[config.mk]
export PLATFORM = sky130hd
export DESIGN_NAME = hp_damage_unit_flat
export DESIGN_NICKNAME = d
export VERILOG_FILES = /design/src/rtl/hp_damage_unit_if.sv /design/src/rtl/hp_damage_unit.sv /design/src/flat_wrapper.sv
export SDC_FILE = /design/constraint.sdc
export NUM_CORES = 1
export LEC_CHECK = 0
export ABC_AREA = 1
export BUFFER_PORTS_ARGS = -buffer_cell sky130_fd_sc_hd__buf_2
export CELL_PAD_IN_SITES_DETAIL_PLACEMENT = 1
export CELL_PAD_IN_SITES_GLOBAL_PLACEMENT = 1
export CORE_ASPECT_RATIO = 0.8
export CORE_MARGIN = 3
export CORE_UTILIZATION = 40
export DETAILED_ROUTE_END_ITERATION = 12
export PLACE_DENSITY = 0.92
export SLEW_MARGIN = 0
export SYNTH_ARGS = -nofsm -noshare
export SYNTH_HDL_FRONTEND = slang
export SYNTH_SLANG_ARGS = --single-unit
[constraint.sdc]
create_clock -name clk -period 3 [get_ports clk]
set_input_delay 0.3 -clock clk [delete_from_list [all_inputs] [get_ports clk]]
set_output_delay 0.3 -clock clk [all_outputs]
set_load 0.02 [all_outputs]
[src/rtl/hp_damage_unit_if.sv]
// rtl/hp_damage_unit_if.sv - request, stat and status bundle between battle FSM and damage unit
interface hp_damage_unit_if #(
  parameter int HP_W  = 8,
  parameter int ATK_W = 4
);
  logic             load_ai_hp;
  logic [HP_W-1:0]  ai_hp_in;
  logic             apply_p_damage;
  logic             apply_ai_damage;
  logic             active_trainer;
  logic             target;
  logic [ATK_W-1:0] p_atk;
  logic [ATK_W-1:0] p_def;
  logic [ATK_W-1:0] ai_atk;
  logic [ATK_W-1:0] ai_def;
  logic [HP_W-1:0]  p_hp;
  logic [HP_W-1:0]  ai_hp;
  logic             busy;
  logic             done;
  logic             p_fainted;
  logic             ai_fainted;
  logic             req_err;

  modport master (
    output load_ai_hp, ai_hp_in, apply_p_damage, apply_ai_damage,
           active_trainer, target, p_atk, p_def, ai_atk, ai_def,
    input  p_hp, ai_hp, busy, done, p_fainted, ai_fainted, req_err
  );

  modport slave (
    input  load_ai_hp, ai_hp_in, apply_p_damage, apply_ai_damage,
           active_trainer, target, p_atk, p_def, ai_atk, ai_def,
    output p_hp, ai_hp, busy, done, p_fainted, ai_fainted, req_err
  );
endinterface

[src/rtl/hp_damage_unit.sv]
// rtl/hp_damage_unit.sv - damage calculation and paced HP drain with faint and request-error status
module hp_damage_unit #(
  parameter int HP_W      = 8,
  parameter int ATK_W     = 4,
  parameter int MAX_HP    = 100,
  parameter int DRAIN_DIV = 4
) (
  input  logic                 clk,
  input  logic                 reset_n,
  hp_damage_unit_if.slave      bus
);
  localparam int DIV_W = (DRAIN_DIV > 1) ? $clog2(DRAIN_DIV) : 1;
  localparam logic [HP_W-1:0]  HP_MAX   = HP_W'(MAX_HP);
  localparam logic [DIV_W-1:0] DIV_LAST = DIV_W'(DRAIN_DIV - 1);

  typedef enum logic [1:0] {S_IDLE, S_CALC, S_DRAIN, S_DONE} state_t;

  state_t           state_q, state_d;
  logic [HP_W-1:0]  p_hp_q, p_hp_d;
  logic [HP_W-1:0]  ai_hp_q, ai_hp_d;
  logic [HP_W-1:0]  rem_q, rem_d;
  logic [DIV_W-1:0] div_q, div_d;
  logic [ATK_W-1:0] atk_q, atk_d;
  logic [ATK_W-1:0] def_q, def_d;
  logic             tgt_q, tgt_d;
  logic             armed_q, armed_d;
  logic             req_err_q, req_err_d;
  logic             p_fainted_q, p_fainted_d;
  logic             ai_fainted_q, ai_fainted_d;

  logic [ATK_W-1:0] dmg;
  logic [HP_W-1:0]  dmg_ext;
  logic [HP_W-1:0]  tgt_hp;
  logic [HP_W-1:0]  load_val;

  assign dmg      = (atk_q > def_q) ? (atk_q - def_q) : ATK_W'(1);
  assign dmg_ext  = HP_W'(dmg);
  assign tgt_hp   = tgt_q ? ai_hp_q : p_hp_q;
  assign load_val = (bus.ai_hp_in > HP_MAX) ? HP_MAX : bus.ai_hp_in;

  always_comb begin
    state_d   = state_q;
    p_hp_d    = p_hp_q;
    ai_hp_d   = ai_hp_q;
    rem_d     = rem_q;
    div_d     = div_q;
    atk_d     = atk_q;
    def_d     = def_q;
    tgt_d     = tgt_q;
    armed_d   = armed_q;
    req_err_d = 1'b0;

    // Re-arm whenever upstream drops both request levels, in any state.
    if (!bus.apply_p_damage && !bus.apply_ai_damage) begin
      armed_d = 1'b1;
    end

    unique case (state_q)
      S_IDLE: begin
        if (armed_q && bus.apply_ai_damage) begin
          armed_d = 1'b0;
          if (bus.target && !bus.active_trainer) begin
            atk_d   = bus.p_atk;
            def_d   = bus.ai_def;
            tgt_d   = 1'b1;
            state_d = S_CALC;
          end else begin
            req_err_d = 1'b1;
          end
        end else if (armed_q && bus.apply_p_damage) begin
          armed_d = 1'b0;
          if (!bus.target && bus.active_trainer) begin
            atk_d   = bus.ai_atk;
            def_d   = bus.p_def;
            tgt_d   = 1'b0;
            state_d = S_CALC;
          end else begin
            req_err_d = 1'b1;
          end
        end else if (bus.load_ai_hp) begin
          ai_hp_d = load_val;
        end
      end
      S_CALC: begin
        // Clamping to current HP is what keeps the drain from wrapping below zero.
        rem_d   = (dmg_ext < tgt_hp) ? dmg_ext : tgt_hp;
        div_d   = '0;
        state_d = ((dmg_ext < tgt_hp ? dmg_ext : tgt_hp) == '0) ? S_DONE : S_DRAIN;
      end
      S_DRAIN: begin
        if (div_q == DIV_LAST) begin
          div_d = '0;
          rem_d = rem_q - 1'b1;
          if (tgt_q) ai_hp_d = ai_hp_q - 1'b1;
          else       p_hp_d  = p_hp_q - 1'b1;
          if (rem_q == HP_W'(1)) state_d = S_DONE;
        end else begin
          div_d = div_q + 1'b1;
        end
      end
      S_DONE: begin
        state_d = S_IDLE;
      end
      default: begin
        state_d = S_IDLE;
      end
    endcase

    p_fainted_d  = (p_hp_d == '0);
    ai_fainted_d = (ai_hp_d == '0);
  end

  always_ff @(posedge clk or negedge reset_n) begin
    if (!reset_n) begin
      state_q      <= S_IDLE;
      p_hp_q       <= HP_MAX;
      ai_hp_q      <= HP_MAX;
      rem_q        <= '0;
      div_q        <= '0;
      atk_q        <= '0;
      def_q        <= '0;
      tgt_q        <= 1'b0;
      armed_q      <= 1'b1;
      req_err_q    <= 1'b0;
      p_fainted_q  <= 1'b0;
      ai_fainted_q <= 1'b0;
    end else begin
      state_q      <= state_d;
      p_hp_q       <= p_hp_d;
      ai_hp_q      <= ai_hp_d;
      rem_q        <= rem_d;
      div_q        <= div_d;
      atk_q        <= atk_d;
      def_q        <= def_d;
      tgt_q        <= tgt_d;
      armed_q      <= armed_d;
      req_err_q    <= req_err_d;
      p_fainted_q  <= p_fainted_d;
      ai_fainted_q <= ai_fainted_d;
    end
  end

  assign bus.p_hp       = p_hp_q;
  assign bus.ai_hp      = ai_hp_q;
  assign bus.busy       = (state_q == S_CALC) || (state_q == S_DRAIN);
  assign bus.done       = (state_q == S_DONE);
  assign bus.p_fainted  = p_fainted_q;
  assign bus.ai_fainted = ai_fainted_q;
  assign bus.req_err    = req_err_q;
endmodule
[src/flat_wrapper.sv]
// flat-port wrapper written by rule: the top's interface ports become plain ports
module hp_damage_unit_flat 
#(
  parameter int HP_W      = 8,
  parameter int ATK_W     = 4,
  parameter int MAX_HP    = 100,
  parameter int DRAIN_DIV = 4
)
  (clk, reset_n, bus_load_ai_hp, bus_ai_hp_in, bus_apply_p_damage, bus_apply_ai_damage, bus_active_trainer, bus_target, bus_p_atk, bus_p_def, bus_ai_atk, bus_ai_def, bus_p_hp, bus_ai_hp, bus_busy, bus_done, bus_p_fainted, bus_ai_fainted, bus_req_err);
  hp_damage_unit_if #(.HP_W(HP_W), .ATK_W(ATK_W)) bus_i ();
  input  logic clk;
  input  logic reset_n;
  input wire logic [$bits(bus_i.load_ai_hp)-1:0] bus_load_ai_hp;
  input wire logic [$bits(bus_i.ai_hp_in)-1:0] bus_ai_hp_in;
  input wire logic [$bits(bus_i.apply_p_damage)-1:0] bus_apply_p_damage;
  input wire logic [$bits(bus_i.apply_ai_damage)-1:0] bus_apply_ai_damage;
  input wire logic [$bits(bus_i.active_trainer)-1:0] bus_active_trainer;
  input wire logic [$bits(bus_i.target)-1:0] bus_target;
  input wire logic [$bits(bus_i.p_atk)-1:0] bus_p_atk;
  input wire logic [$bits(bus_i.p_def)-1:0] bus_p_def;
  input wire logic [$bits(bus_i.ai_atk)-1:0] bus_ai_atk;
  input wire logic [$bits(bus_i.ai_def)-1:0] bus_ai_def;
  output wire logic [$bits(bus_i.p_hp)-1:0] bus_p_hp;
  output wire logic [$bits(bus_i.ai_hp)-1:0] bus_ai_hp;
  output wire logic [$bits(bus_i.busy)-1:0] bus_busy;
  output wire logic [$bits(bus_i.done)-1:0] bus_done;
  output wire logic [$bits(bus_i.p_fainted)-1:0] bus_p_fainted;
  output wire logic [$bits(bus_i.ai_fainted)-1:0] bus_ai_fainted;
  output wire logic [$bits(bus_i.req_err)-1:0] bus_req_err;
  assign bus_i.load_ai_hp = bus_load_ai_hp;
  assign bus_i.ai_hp_in = bus_ai_hp_in;
  assign bus_i.apply_p_damage = bus_apply_p_damage;
  assign bus_i.apply_ai_damage = bus_apply_ai_damage;
  assign bus_i.active_trainer = bus_active_trainer;
  assign bus_i.target = bus_target;
  assign bus_i.p_atk = bus_p_atk;
  assign bus_i.p_def = bus_p_def;
  assign bus_i.ai_atk = bus_ai_atk;
  assign bus_i.ai_def = bus_ai_def;
  assign bus_p_hp = bus_i.p_hp;
  assign bus_ai_hp = bus_i.ai_hp;
  assign bus_busy = bus_i.busy;
  assign bus_done = bus_i.done;
  assign bus_p_fainted = bus_i.p_fainted;
  assign bus_ai_fainted = bus_i.ai_fainted;
  assign bus_req_err = bus_i.req_err;
  hp_damage_unit #(.HP_W(HP_W), .ATK_W(ATK_W), .MAX_HP(MAX_HP), .DRAIN_DIV(DRAIN_DIV)) u_core (.clk(clk), .reset_n(reset_n), .bus(bus_i));
endmodule
==> results.sh <==
export IMPL_status="complete, no violations"
export IMPL_syn_inst=358
export IMPL_cp_arrival_ns=2.94
export IMPL_syn_num_nets=406
export IMPL_stdcell_area_sq_um=3160
export IMPL_grt_start_max_net_pins=42
export IMPL_period_share=0.918
export IMPL_power_leakage_nw=1.67
export IMPL_final_max_slew_violation_count=0
export IMPL_gp_congestion=0.850
export IMPL_cts_repair_resized=0
export IMPL_layout_common_cells="nand2_1 (80), inv_1 (52), buf_2 (51)"
export IMPL_critPathRequiredTime_ns=3.19
export IMPL_synth_compound_area_frac=0.138
export IMPL_antenna_found_initial=0
export IMPL_post_cts_buffers=0
export IMPL_path_max_fanout=5
export IMPL_grt_use_total=0.209
export IMPL_cts_buffer_depth=2
export IMPL_wl_per_cell_microns=15.5
export IMPL_ctsRootBufferMaster="clkbuf_8"
export IMPL_synthMuxAreaShare=0
export IMPL_fin_ws_ns=0.245
export IMPL_min_period_ns=2.76
export IMPL_ys_warn_count=0
export IMPL_fin_util=0.513
export IMPL_drt_pass1_iterations=4
export IMPL_drive_gt1_frac=0.182
export IMPL_power_mw=3.92
export IMPL_min_path_type="in -> async"
export IMPL_cp_start_kind="flop"
export IMPL_vias=2630
export IMPL_rows=25
export IMPL_grt_pass1_wl_microns=13200
export IMPL_place_area_sq_um=3030
export IMPL_setup_viol=0
export IMPL_pre_cts_ws_ns=0.250
export IMPL_diodes=0
export IMPL_syn_to_final_growth_pct=19.1
export IMPL_grt_pass1_vias=2767
export IMPL_wl_microns=7700
export IMPL_slew_headroom=0.377
export IMPL_syn_area_per_cell_sq_um=7.42
export IMPL_drc=0
export IMPL_max_slew_worst_pin_slew_ns=0.935
export IMPL_htreeDepth=2
export IMPL_synthXorXnorAreaFrac=0.0396
export IMPL_ys_types=36
export IMPL_clk_pin_slew_worst_paths_ns=0.09
export IMPL_p_per_area_nw_per_um2=1240
export IMPL_critPathKind="reg -> reg"
export IMPL_die_h_microns=78.9
export IMPL_port_buffer_count=51
export IMPL_synth_adder_area_share=0.0829
export IMPL_fin_nets=464
export IMPL_synthSimpleGateAreaFrac=0.267
export IMPL_cts_tree="yes"
export IMPL_fmax_ghz=0.363
export IMPL_ys_seq_area_frac=0.390
export IMPL_drv_cap=0
export IMPL_worstSetupEndpointType="flop"
export IMPL_viasPerCell=5.28
export IMPL_io_pins=52
export IMPL_cts_hold_buffers=0
export IMPL_clock_latency_ns=0.30
export IMPL_final_common_cell="nand2_1"
export IMPL_drtIter0Drc=108
export IMPL_vdd_ir_drop_max_mv=0.431
export IMPL_die_area_sq_um=7660
export IMPL_start_util=0.431
export IMPL_fin_skew_ns=0.00699
export IMPL_clock_sinks=41
export IMPL_grt_ovfl_total=0
export IMPL_synth_seq_cells=41
export IMPL_hpwl_microns=6110
export IMPL_core_sq_um=6160
export IMPL_netlist_area_sq_um=2660
export IMPL_cts_buffers=5
export IMPL_drtAntennaViolNets=0
export IMPL_synth_top_family_by_area="simple AND/OR/NAND/NOR gates"
export IMPL_hold_viol_final=0
export IMPL_die_width_microns=97.1
## through the flow
step | instances | TNS (ns) | hold slack [ns]
floorplan | 358 | 0 | 0.00441
global placement | 490 | 0 | 0.471
detailed placement | 490 | 0 | 0.507
CTS | 498 | 0 | 0.188
global route | 498 | -0.0145 | 0.212
finish | 498 | 0 | 0.139
## flip-flops by register name, indices dropped and copies added (netlist names)
register               flops
u_core.bus.ai_hp           8
u_core.tgt_q               1
u_core.bus.ai_fainted      1
u_core.rem_q               8
u_core.div_q               2
u_core.armed_q             1
u_core.def_q               4
u_core.bus.p_fainted       1
u_core.state_q             2
u_core.bus.req_err         1
u_core.bus.p_hp            8
u_core.atk_q               4
## synthesized netlist by cell type
master | instances | area (sq um)
o21ai_1 | 1 | 5.00
a22oi_1 | 1 | 7.51
o31ai_1 | 1 | 7.51
nor3_1 | 6 | 30.0
nand2_2 | 1 | 6.26
nand3_1 | 27 | 135
a211oi_1 | 1 | 7.51
or3_1 | 1 | 6.26
xnor2_1 | 4 | 35.0
o21ai_0 | 24 | 120
dfrtp_1 | 34 | 851
inv_2 | 1 | 3.75
dfstp_2 | 7 | 184
a21oi_2 | 1 | 8.76
nor4_1 | 2 | 12.5
ha_1 | 16 | 200
a31oi_1 | 9 | 56.3
fa_1 | 1 | 20.0
clkinv_1 | 1 | 3.75
o21a_1 | 1 | 7.51
nand2_1 | 80 | 300
nand4_1 | 4 | 25.0
clkbuf_1 | 2 | 7.51
o211ai_1 | 4 | 30.0
a21oi_1 | 11 | 55.1
xor2_1 | 8 | 70.1
nand3b_1 | 1 | 7.51
nor2_1 | 48 | 180
a21o_1 | 1 | 7.51
a311oi_1 | 1 | 8.76
inv_1 | 52 | 195
or2_2 | 1 | 6.26
o221ai_1 | 1 | 8.76
o2111ai_1 | 1 | 8.76
buf_2 | 2 | 10.0
o41ai_4 | 1 | 27.5
## final cells by class
cell class	instances	area (sq um)
clock buffer	5	68.8
clock inverter	3	65.1
fill	808	3000
inverter	54	203
multi-input combinational	259	1410
sequential	41	1030
tap	81	101
timing repair buffer	55	285
## power breakdown
part           switching (mW)  internal (mW)  total (mW)
logic                    1.57          0.820        2.39
registers               0.191          0.796       0.987
clock network           0.210          0.331       0.541
total                    1.97           1.95        3.92
## per-layer routing
layer  up-vias  GRT usage  wire (microns)
li1       1285          -               -
met1      1284      0.281            3680
met2        49      0.359            3640
met3        12     0.0351             300
met4         0     0.0393              75
met5         -          0               0
## critical path: stages, from the launching register on
cell	delay [ns]
dfrtp_1	0.38
inv_1	0.05
ha_1	0.15
inv_1	0.06
fa_1	0.40
nand3_1	0.09
nand3_1	0.15
o21ai_2	0.12
nor2_1	0.09
ha_1	0.31
a21oi_1	0.15
nand2_1	0.14
nand2_2	0.13
nand2_1	0.06
o21ai_1	0.09
nor2_1	0.05
o21ai_0	0.15
nand2_1	0.07
## path summary, 6_finish.rpt
kind	startpoint	endpoint	slack (ns)	cells past startpoint
max in group asynchronous	reset_n	u_core.def_q[0]	2.28	1
hold reg to reg	u_core.div_q[1]	u_core.div_q[1]	0.53	2
hold / removal	reset_n	u_core.bus.ai_hp[1]	0.14	1
setup / recovery	u_core.atk_q[0]	u_core.rem_q[0]	0.24	17
setup reg to reg	u_core.atk_q[0]	u_core.rem_q[0]	0.24	17
min in group clk	bus_apply_ai_damage	u_core.armed_q	0.20	2
## logic make-up (layout without fill, tap and decap cells)
family / after synthesis / in the layout
buf+inv: 58 / 117
xor+xnor: 12 / 12
fa+ha+maj: 17 / 17
compound gates: 59 / 59
simple gates: 171 / 171
flops: 41 / 41
No activity file was read; power rests on OpenSTA's default activity.
